**config.mk**
```make
export PLATFORM = sky130hd
export DESIGN_NAME = eu_dispatch
export DESIGN_NICKNAME = d
export VERILOG_FILES = /design/src/rtl/eu_pkg.sv /design/src/rtl/eu_timeout_cnt.sv /design/src/rtl/eu_dispatch.sv
export SDC_FILE = /design/constraint.sdc
export NUM_CORES = 1
export LEC_CHECK = 0
export ABC_AREA = 1
export CAP_MARGIN = 0
export CORE_MARGIN = 2
export CORE_UTILIZATION = 48
export CTS_BUF_LIST = sky130_fd_sc_hd__clkbuf_4 sky130_fd_sc_hd__clkbuf_8
export DETAILED_ROUTE_END_ITERATION = 10
export PLACE_DENSITY = 0.79
export SKIP_CTS_REPAIR_TIMING = 1
export SLEW_MARGIN = 10
export SYNTH_ARGS = -nofsm -noshare
export SYNTH_HDL_FRONTEND = slang
export SYNTH_HIERARCHICAL = 1
export SYNTH_SLANG_ARGS = --single-unit
```
**constraint.sdc**
```tcl
create_clock -name clk -period 4.2 [get_ports clk]
set_input_delay 0.84 -clock clk [delete_from_list [all_inputs] [get_ports clk]]
set_output_delay 0.84 -clock clk [all_outputs]
set_load 0.005 [all_outputs]
```
**src/rtl/eu_pkg.sv**
```systemverilog
// Shared types for the EU dispatcher: command opcodes, sticky error codes,
// FSM state encoding and the one-hot strobe helper.
package eu_pkg;

  localparam int UNIT_W   = 5;
  localparam int STROBE_W = 32;

  typedef enum logic [1:0] {
    OP_NOP        = 2'b00,
    OP_FETCH      = 2'b01,
    OP_EXEC       = 2'b10,
    OP_FETCH_EXEC = 2'b11
  } cmd_op_e;

  typedef enum logic [1:0] {
    ERR_NONE      = 2'b00,
    ERR_BAD_UNIT  = 2'b01,
    ERR_FETCH_TMO = 2'b10,
    ERR_EXEC_TMO  = 2'b11
  } err_code_e;

  typedef enum logic [2:0] {
    S_IDLE,
    S_F_ISSUE,
    S_F_GUARD,
    S_F_WAIT,
    S_X_ISSUE,
    S_X_GUARD,
    S_X_WAIT
  } state_e;

  typedef struct packed {
    cmd_op_e           op;
    logic [UNIT_W-1:0] unit;
  } cmd_t;

  function automatic logic [STROBE_W-1:0] unit_onehot(input logic [UNIT_W-1:0] unit);
    logic [STROBE_W-1:0] v;
    v       = '0;
    v[unit] = 1'b1;
    return v;
  endfunction

endpackage

```
**src/rtl/eu_timeout_cnt.sv**
```systemverilog
// Wait-phase cycle counter: cleared outside a wait phase, counts while enabled,
// flags expiry on the LIMIT-th enabled cycle.
module eu_timeout_cnt #(
  parameter int unsigned LIMIT = 65535
) (
  input  logic clk,
  input  logic rst_n,
  input  logic clear,
  input  logic enable,
  output logic expired
);

  // A zero limit behaves like one: expire on the first wait cycle.
  localparam logic [31:0] LAST = (LIMIT == 0) ? 32'd0 : 32'(LIMIT - 1);

  logic [31:0] count;

  always_ff @(posedge clk or negedge rst_n) begin
    if (!rst_n)                  count <= '0;
    else if (clear)              count <= '0;
    else if (enable && !expired) count <= count + 32'd1;
  end

  assign expired = enable && (count >= LAST);

endmodule

```
**src/rtl/eu_dispatch.sv**
```systemverilog
// EU command dispatcher: accepts FETCH / EXEC / FETCH_EXEC commands, pulses the
// one-hot strobes, waits for the done levels with timeout, reports sticky errors.
module eu_dispatch
  import eu_pkg::*;
#(
  parameter int          NUM_UNITS      = 28,
  parameter int unsigned TIMEOUT_CYCLES = 65535
) (
  input  logic                 clk,
  input  logic                 rst_n,
  input  logic                 cmd_valid,
  output logic                 cmd_ready,
  input  logic [1:0]           cmd_op,
  input  logic [UNIT_W-1:0]    cmd_unit,
  input  logic [31:0]          cmd_addr,
  output logic [UNIT_W-1:0]    sdram_read_sel,
  output logic [STROBE_W-1:0]  eu_fetch,
  output logic [STROBE_W-1:0]  eu_exec,
  output logic [31:0]          eu_fetch_addr,
  input  logic                 fetch_done,
  input  logic [NUM_UNITS-1:0] exec_done,
  output logic                 busy,
  output logic                 cmd_done,
  output logic [1:0]           err_code,
  input  logic                 err_clr
);

  state_e              state;
  cmd_t                cmd_q;
  err_code_e           err_evt;
  logic                accept;
  logic                unit_ok;
  logic                waiting;
  logic                wait_hit;
  logic                tmo;
  logic                finish;
  logic [STROBE_W-1:0] exec_vec;
  cmd_op_e             op_in;

  assign op_in    = cmd_op_e'(cmd_op);
  assign accept   = cmd_valid & cmd_ready;
  assign unit_ok  = 32'(cmd_unit) < 32'(NUM_UNITS);
  assign exec_vec = 32'(exec_done);
  assign waiting  = (state == S_F_WAIT) || (state == S_X_WAIT);
  assign wait_hit = (state == S_F_WAIT) ? fetch_done : exec_vec[cmd_q.unit];

  eu_timeout_cnt #(.LIMIT(TIMEOUT_CYCLES)) u_tmo (
    .clk     (clk),
    .rst_n   (rst_n),
    .clear   (!waiting),
    .enable  (waiting),
    .expired (tmo)
  );

  // Wait-phase exit and the error event raised this cycle (done beats expiry).
  always_comb begin
    err_evt = ERR_NONE;
    finish  = 1'b0;
    unique case (state)
      S_IDLE:   if (accept && !unit_ok) err_evt = ERR_BAD_UNIT;
      S_F_WAIT: begin
        if (fetch_done) finish = (cmd_q.op != OP_FETCH_EXEC);
        else if (tmo) begin
          finish  = 1'b1;
          err_evt = ERR_FETCH_TMO;
        end
      end
      S_X_WAIT: begin
        if (wait_hit) finish = 1'b1;
        else if (tmo) begin
          finish  = 1'b1;
          err_evt = ERR_EXEC_TMO;
        end
      end
      default: ;
    endcase
  end

  always_ff @(posedge clk or negedge rst_n) begin
    if (!rst_n) begin
      state          <= S_IDLE;
      cmd_q          <= '{op: OP_NOP, unit: '0};
      cmd_ready      <= 1'b0;
      busy           <= 1'b0;
      cmd_done       <= 1'b0;
      eu_fetch       <= '0;
      eu_exec        <= '0;
      sdram_read_sel <= '0;
      eu_fetch_addr  <= '0;
    end else begin
      cmd_done <= 1'b0;
      eu_fetch <= '0;
      eu_exec  <= '0;
      if (finish) begin
        state     <= S_IDLE;
        busy      <= 1'b0;
        cmd_ready <= 1'b1;
        cmd_done  <= 1'b1;
      end else begin
        unique case (state)
          S_IDLE: begin
            cmd_ready <= 1'b1;
            if (accept) begin
              cmd_q          <= '{op: op_in, unit: cmd_unit};
              sdram_read_sel <= cmd_unit;
              eu_fetch_addr  <= cmd_addr;
              // Bad unit and NOP complete in place without touching any strobe.
              if (!unit_ok || op_in == OP_NOP) begin
                cmd_done <= 1'b1;
              end else begin
                cmd_ready <= 1'b0;
                busy      <= 1'b1;
                if (op_in == OP_EXEC) begin
                  state   <= S_X_ISSUE;
                  eu_exec <= unit_onehot(cmd_unit);
                end else begin
                  state    <= S_F_ISSUE;
                  eu_fetch <= unit_onehot(cmd_unit);
                end
              end
            end
          end
          S_F_ISSUE: state <= S_F_GUARD;
          S_F_GUARD: state <= S_F_WAIT;
          S_F_WAIT: begin
            // Only reached without finish when chaining into the exec phase.
            if (fetch_done) begin
              state   <= S_X_ISSUE;
              eu_exec <= unit_onehot(cmd_q.unit);
            end
          end
          S_X_ISSUE: state <= S_X_GUARD;
          S_X_GUARD: state <= S_X_WAIT;
          S_X_WAIT:  ;
          default:   state <= S_IDLE;
        endcase
      end
    end
  end

  // Sticky first error; a new error in the clearing cycle replaces the old one.
  always_ff @(posedge clk or negedge rst_n) begin
    if (!rst_n)
      err_code <= ERR_NONE;
    else if (err_evt != ERR_NONE && (err_code == ERR_NONE || err_clr))
      err_code <= err_evt;
    else if (err_clr)
      err_code <= ERR_NONE;
  end

endmodule

```
==> results of run 1 <==
[Yosys cell counts (all sizes together)]
cell type | count | area share (%)
a21oi | 6 | 0.50
a31oi | 10 | 0.92
buf | 16 | 2.2
clkbuf | 15 | 0.83
clkinv | 3 | 0.17
conb | 1 | 0.055
dfrtp | 143 | 53
ha | 2 | 0.37
inv | 84 | 4.7
nand2 | 306 | 17
nand3 | 47 | 4.0
nand4 | 11 | 1.0
nor2 | 133 | 8.5
nor3 | 27 | 2.0
nor3b | 1 | 0.28
nor4 | 1 | 0.092
o211ai | 2 | 0.22
o21ai | 25 | 1.8
o21bai | 4 | 0.44
o22a | 1 | 0.13
o22ai | 4 | 0.37
or2 | 1 | 0.092
xor2 | 7 | 0.91
[routing by layer]
layer | wire length [um] | share of wire (%) | up-vias | GRT usage, %
met2 | 8430 | 48 | 230 | 38.6
met3 | 1270 | 7.3 | 37 | 7.20
met5 | 0 | 0 | - | 0
met4 | 363 | 2.1 | 0 | 9.05
li1 | - | - | 2966 | -
met1 | 7450 | 43 | 2815 | 31.6
[sequential cells by signal, indices dropped and copies added (netlist names)]
name	flops
cmd_ready	1
eu_fetch	32
state	3
err_code	2
eu_fetch_addr	32
busy	1
cmd_done	1
u_tmo/count	32
cmd_q	7
eu_exec	32
[layout by cell type, fill, tap and decap left out, drive strengths merged]
cell type and n:
nand3 47, nand4 11, inv 84, o22ai 4
xor2 7, a21oi 6, o21bai 4, nand2 306
ha 2, conb 4, or2 1, clkinv 7
nor4 1, o21ai 25, dfrtp 143, nor3b 1
o22a 1, a31oi 10, nor3 27, buf 4
clkdlybuf4s50 176, bufinv 4, nor2 133, clkbuf 22
clkinvlp 2, o211ai 2
[through the flow]
stage               utilization, %  instance area, sq um
detailed placement            62.2                  8600
global placement              62.2                  8600
global route                  65.4                  9050
finish                        65.4                  9050
floorplan                        -                  6780
CTS                           65.4                  9050
[worst min path at each step]
stage                                          to  cells after the start  slack, ps                          start
finish               eu_fetch_addr[8]$_DFFE_PN0P_                      2        470   eu_fetch_addr[8]$_DFFE_PN0P_
global route        eu_fetch_addr[30]$_DFFE_PN0P_                      2        490  eu_fetch_addr[30]$_DFFE_PN0P_
CTS                 eu_fetch_addr[11]$_DFFE_PN0P_                      2        480  eu_fetch_addr[11]$_DFFE_PN0P_
detailed placement  eu_fetch_addr[11]$_DFFE_PN0P_                      2        460  eu_fetch_addr[11]$_DFFE_PN0P_
global placement     eu_fetch_addr[3]$_DFFE_PN0P_                      2        450   eu_fetch_addr[3]$_DFFE_PN0P_
floorplan                    cmd_q[5]$_DFFE_PN0P_                      2        440           cmd_q[5]$_DFFE_PN0P_
[logic make-up (layout without fill, tap and decap cells)]
kind of cell	after synthesis	in the layout	share of synthesized area, %
flops	143	143	52.9
simple gates	527	527	33.4
compound gates	52	52	4.44
xor+xnor	7	7	0.906
buf+inv	118	299	7.93
other cells	1	4	0.0554
fa+ha+maj	2	2	0.370
[report_power, final]
part / leakage, nW / internal (mW) / switching, mW
registers: 1.93 / 1.58 / 0.179
clock network: 0.226 / 0.706 / 0.530
logic: 2.13 / 0.616 / 0.964
total: 4.28 / 2.90 / 1.67
[layout make-up]
cell class | instances | area, sq um
Fill cell | 1182 | 4780
Sequential cell | 143 | 3580
Multi-Input combinational cell | 592 | 2670
Timing Repair Buffer | 180 | 1800
Inverter | 87 | 329
Clock buffer | 22 | 290
Tap cell | 180 | 225
Clock inverter | 10 | 159
==> summary.md, run 1 <==
| Metric | Value |
|---|---|
| Number of design-rule violations left by the first detailed-router iteration | 537 |
| Relative slew slack | 26.2% |
| Mean instance size in the synthesized netlist | 7.96 sq um |
| Worst setup path endpoint | sdram_read_sel[0] |
| Arrival time at the worst endpoint | 1870 ps |
| Maximum cell stage delay along the critical path | 780 ps |
| Count of warnings emitted by yosys | 6 |
| Worst r2r src | state[1]$_DFFE_PN0P_ |
| Startpoint type of the worst setup path | register |
| Hold slack | 475 ps |
| FP Rows | 43 |
| Hold crit path type | register to register |
| Synthesized flop and latch total | 143 |
| Die width | 123 um |
| Wire length of the first global-routing pass | 28100 um |
| Net total in the final layout | 1095 |
| H-tree lvl count | 4 |
| Detailed-router iteration count before antenna repair | 5 |
| Global Route Usage Sum | 24.3% |
| Sequential fraction of the synthesis area | 52.9% |
| Clock sinks | 143 |
| Required time of the critical path | 3360 ps |
| Final critical-path share of the clock period | 64.6% |
| Final antenna diode count | 0 |
| Setup repair after global routing missed its margin | false |
| GP Congestion | 0.932 |
| Antenna violations before repair | 0 |
| Worst Slack Setup Final | 1490 ps |
| Worst VDD drop | 0.323 mV |
| Area of the core region | 13800 sq um |
| Wire length per cell | 14.4 um |
| Half-perimeter wire length after placement | 12300 um |
| Library cell used as clock root buffer | sky130_fd_sc_hd__clkbuf_8 |
| Critical setup path kind | register to primary output |
| Worst reg2reg endpoint | cmd_ready$_DFFE_PN0P_ |
| Post-route minimum period | 2710 ps |
| Nature of the critical path endpoint | primary output |
| Count of cells along the worst register-to-register path | 13 |
| Crit-path cells | clkdlybuf4s50_1 |
| Pin count of the biggest net entering global routing | 123 |
| Die Outline Area | 15100 sq um |
| Synthesized instance count | 850 |
| Post-synthesis to final-layout area growth | 33.7% |
| Largest buffer count on any clock path | 2 |
| Slew of the pin with the lowest slew margin | 1110 ps |
| Power consumption | 4.58 mW |
| Residual DRC count | 0 |
| Flop-to-flop setup slack | 1580 ps |
| Count of boundary I/O pins | 178 |
| Cell area after synthesis | 6770 sq um |
| Total via count in the routed design | 6048 |
| Power per cell area | 506 nW/um^2 |
| Count of placed standard cells in the final layout, fillers left out | 1214 |
| Max-capacitance violation count | 0 |
| Total instance count after detailed placement | 1182 |
| Starting density of the core | 49.0% |
| Number of input and output port buffers inserted | 177 |
| Max Fclk | 369 MHz |
| First element of the critical path | cmd_q[0]$_DFFE_PN0P_ |
| Clock latency reported for the late side of the worst-skew pair | 460 ps |
| Slowest cell on the critical path | sky130_fd_sc_hd__dfrtp_1 |
| Final wirelength | 17500 um |
| Clock transition at the registers of the reported paths | 80 ps |
| Clock tree from TritonCTS | done |
| Netlist cell types | 35 |
| Final Hold Vio Count | 0 |
| Number of global-route vias before repair | 5672 |
| Total congestion overflow | 0 |
| Worst Skew | 11.1 ps |
| Setup total negative slack | 0 ps |
| Number of gates on the worst path with buffers counted | 1 |
| Finish-stage setup viols | 0 |
| Overall die height | 123 um |
| Number of max-slew violations in the final report | 0 |
| Number of buffer and inverter stages on the critical path | 1 |
| Top cell family by delay on the critical path | flip-flops |
| Fraction of layout cells with a size suffix above 1 | 8.32% |
| Via-per-instance ratio | 4.98 |
| Count of antenna-violating nets left after detailed routing | 0 |
| Post-place setup slack | 1320 ps |
| Leak pwr | 4.28 nW |
| Outcome | complete, no violations |
| Num CTS Buffers | 17 |
| Maximum fanout along the worst path | 20 |
(Power assumes the default switching activity.)
==> run 2, diff against run 1 <==
--- a/config.mk
+++ b/config.mk
@@ -8,7 +8,7 @@
 export ABC_AREA = 1
 export CAP_MARGIN = 0
 export CORE_MARGIN = 2
-export CORE_UTILIZATION = 48
+export CORE_UTILIZATION = 46
 export CTS_BUF_LIST = sky130_fd_sc_hd__clkbuf_4 sky130_fd_sc_hd__clkbuf_8
 export DETAILED_ROUTE_END_ITERATION = 10
 export PLACE_DENSITY = 0.79
==> constraint.sdc (replaced) <==
create_clock -name clk -period 2.4 [get_ports clk]
set_input_delay 0.48 -clock clk [delete_from_list [all_inputs] [get_ports clk]]
set_output_delay 0.48 -clock clk [all_outputs]
set_load 0.005 [all_outputs]
==> summary.md, run 2 (synthesis results as in run 1) <==
| Metric | Value |
|---|---|
| Startpoint type of the worst setup path | register |
| Hold slack | 12.7 ps |
| Library cell used as clock root buffer | sky130_fd_sc_hd__clkbuf_8 |
| Antenna violations before repair | 0 |
| Global Route Usage Sum | 22.8% |
| First element of the critical path | u_tmo/count[0]$_DFFE_PN0P_ |
| Most frequent cells in the layout | sky130_fd_sc_hd__nand2_1, sky130_fd_sc_hd__clkdlybuf4s50_1, sky130_fd_sc_hd__dfrtp_1 |
| Arrival time at the worst endpoint | 2590 ps |
| Final Hold Vio Count | 0 |
| Placement Cell Area | 8760 sq um |
| Leak pwr | 4.36 nW |
| Worst reg2reg endpoint | eu_exec[31]$_DFF_PN0_ |
| Leading cell type in the layout, fill and taps excluded | sky130_fd_sc_hd__nand2_1 |
| Final antenna diode count | 0 |
| Post-route minimum period | 2230 ps |
| Outcome | complete, no violations |
| Die Outline Area | 15700 sq um |
| Relative slew slack | 60.5% |
| Final critical-path share of the clock period | 92.9% |
| Net total in the final layout | 1113 |
| Slew of the pin with the lowest slew margin | 587 ps |
| Post-synthesis to final-layout area growth | 35.5% |
| Pin count of the biggest net entering global routing | 63 |
| Total instance count after detailed placement | 1204 |
| Flop-to-flop setup slack | 170 ps |
| Clock tree from TritonCTS | done |
| Number of global-route vias before repair | 6062 |
| Count of placed standard cells in the final layout, fillers left out | 1236 |
| Critical setup path kind | register to register |
| Power per cell area | 862 nW/um^2 |
| Clock transition at the registers of the reported paths | 80 ps |
| H-tree lvl count | 4 |
| Final wirelength | 17300 um |
| Residual DRC count | 0 |
| Detailed-router iteration count before antenna repair | 5 |
| Hold crit path type | primary input to asynchronous set/reset pin |
| Setup repair after global routing missed its margin | true |
| Num CTS Buffers | 17 |
| Via-per-instance ratio | 4.96 |
| Clock sinks | 143 |
| Half-perimeter wire length after placement | 12900 um |
| Count of cells along the worst register-to-register path | 13 |
| Worst r2r src | u_tmo/count[0]$_DFFE_PN0P_ |
| Overall die height | 125 um |
| Fraction of layout cells with a size suffix above 1 | 9.89% |
| Final core area utilization | 63.3% |
| Total congestion overflow | 0 |
| Wire length per cell | 14.0 um |
| FP Rows | 44 |
| Wire length of the first global-routing pass | 29200 um |
| Maximum fanout along the worst path | 25 |
| GP Congestion | 0.910 |
| Required time of the critical path | 2760 ps |
| Area of the core region | 14500 sq um |
| Clock latency reported for the late side of the worst-skew pair | 450 ps |
| Starting density of the core | 46.8% |
| Die width | 125 um |
| Max Fclk | 448 MHz |
| Finish-stage setup viols | 0 |
| Largest buffer count on any clock path | 2 |
| Worst VDD drop | 0.548 mV |
| Worst Skew | 20.7 ps |
| Count of antenna-violating nets left after detailed routing | 0 |
| Number of max-slew violations in the final report | 0 |
| Final design instance area without fill | 9170 sq um |
| Number of input and output port buffers inserted | 177 |
| Nature of the critical path endpoint | register |
| Count of boundary I/O pins | 178 |
| Max-capacitance violation count | 0 |
| Number of design-rule violations left by the first detailed-router iteration | 459 |
| Total via count in the routed design | 6129 |
==> run 2: cell count changes in the layout (fill, tap and decap cells not counted), sizes merged <==
cell,previous run,this run
buf,4,22
bufinv,4,2
clkbuf,22,20
clkinv,7,8
inv,84,87
==> run 2: cell type report <==
class,count,area (sq um)
repair buffers,198,1960
flip-flops and latches,143,3580
well taps,184,230
multi-input cells,592,2670
clock buffers,20,275
inverters,87,329
clock inverters,12,130
fillers,1228,5310
==> run 2: worst max path at each step <==
stage | cells after the start | slack (ps) | end
floorplan | 13 | 330 | eu_exec[10]$_DFF_PN0_
global placement | 10 | 140 | eu_exec[21]$_DFF_PN0_
detailed placement | 10 | 40 | eu_exec[17]$_DFF_PN0_
CTS | 13 | 150 | eu_exec[27]$_DFF_PN0_
global route | 13 | -40 | eu_exec[31]$_DFF_PN0_
finish | 13 | 170 | eu_exec[31]$_DFF_PN0_
==> run 2: critical path: stages (launching register included) <==
cell	delay (ps)
sky130_fd_sc_hd__dfrtp_1	390
sky130_fd_sc_hd__inv_1	100
sky130_fd_sc_hd__ha_1	200
sky130_fd_sc_hd__inv_1	50
sky130_fd_sc_hd__nand2_1	70
sky130_fd_sc_hd__nand3_1	90
sky130_fd_sc_hd__nor2_1	50
sky130_fd_sc_hd__nor2_1	150
sky130_fd_sc_hd__nor2_1	80
sky130_fd_sc_hd__inv_1	50
sky130_fd_sc_hd__nor2_1	70
sky130_fd_sc_hd__nor3b_4	260
sky130_fd_sc_hd__nand3_4	370
sky130_fd_sc_hd__nor2_1	210
==> run 2: layer usage <==
metal / share of wire, % / GRT usage, % / vias up / wire [um]
met5: 0 / 0 / - / 0
met4: 2.0 / 8.30 / 0 / 342
met3: 8.1 / 6.42 / 36 / 1400
met2: 48 / 36.6 / 268 / 8330
met1: 42 / 29.7 / 2821 / 7180
li1: - / - / 3004 / -
==> run 2: stage by stage <==
step | power, mW | setup TNS [ps] | worst slack (ps)
6_report | 7.90 | 0 | 170
5_1_grt | 8.39 | -78.7 | -42.1
4_1_cts | 7.95 | 0 | 146
3_5_place_dp | 5.99 | 0 | 39.5
3_3_place_gp | 5.95 | 0 | 135
2_1_floorplan | 4.79 | 0 | 327
==> run 2: where the power goes <==
group	switching [mW]	internal, mW	leakage, nW	total [mW]
combinational	1.75	1.17	2.23	2.93
sequential	0.256	2.77	1.93	3.02
clock	0.939	1.01	0.206	1.95
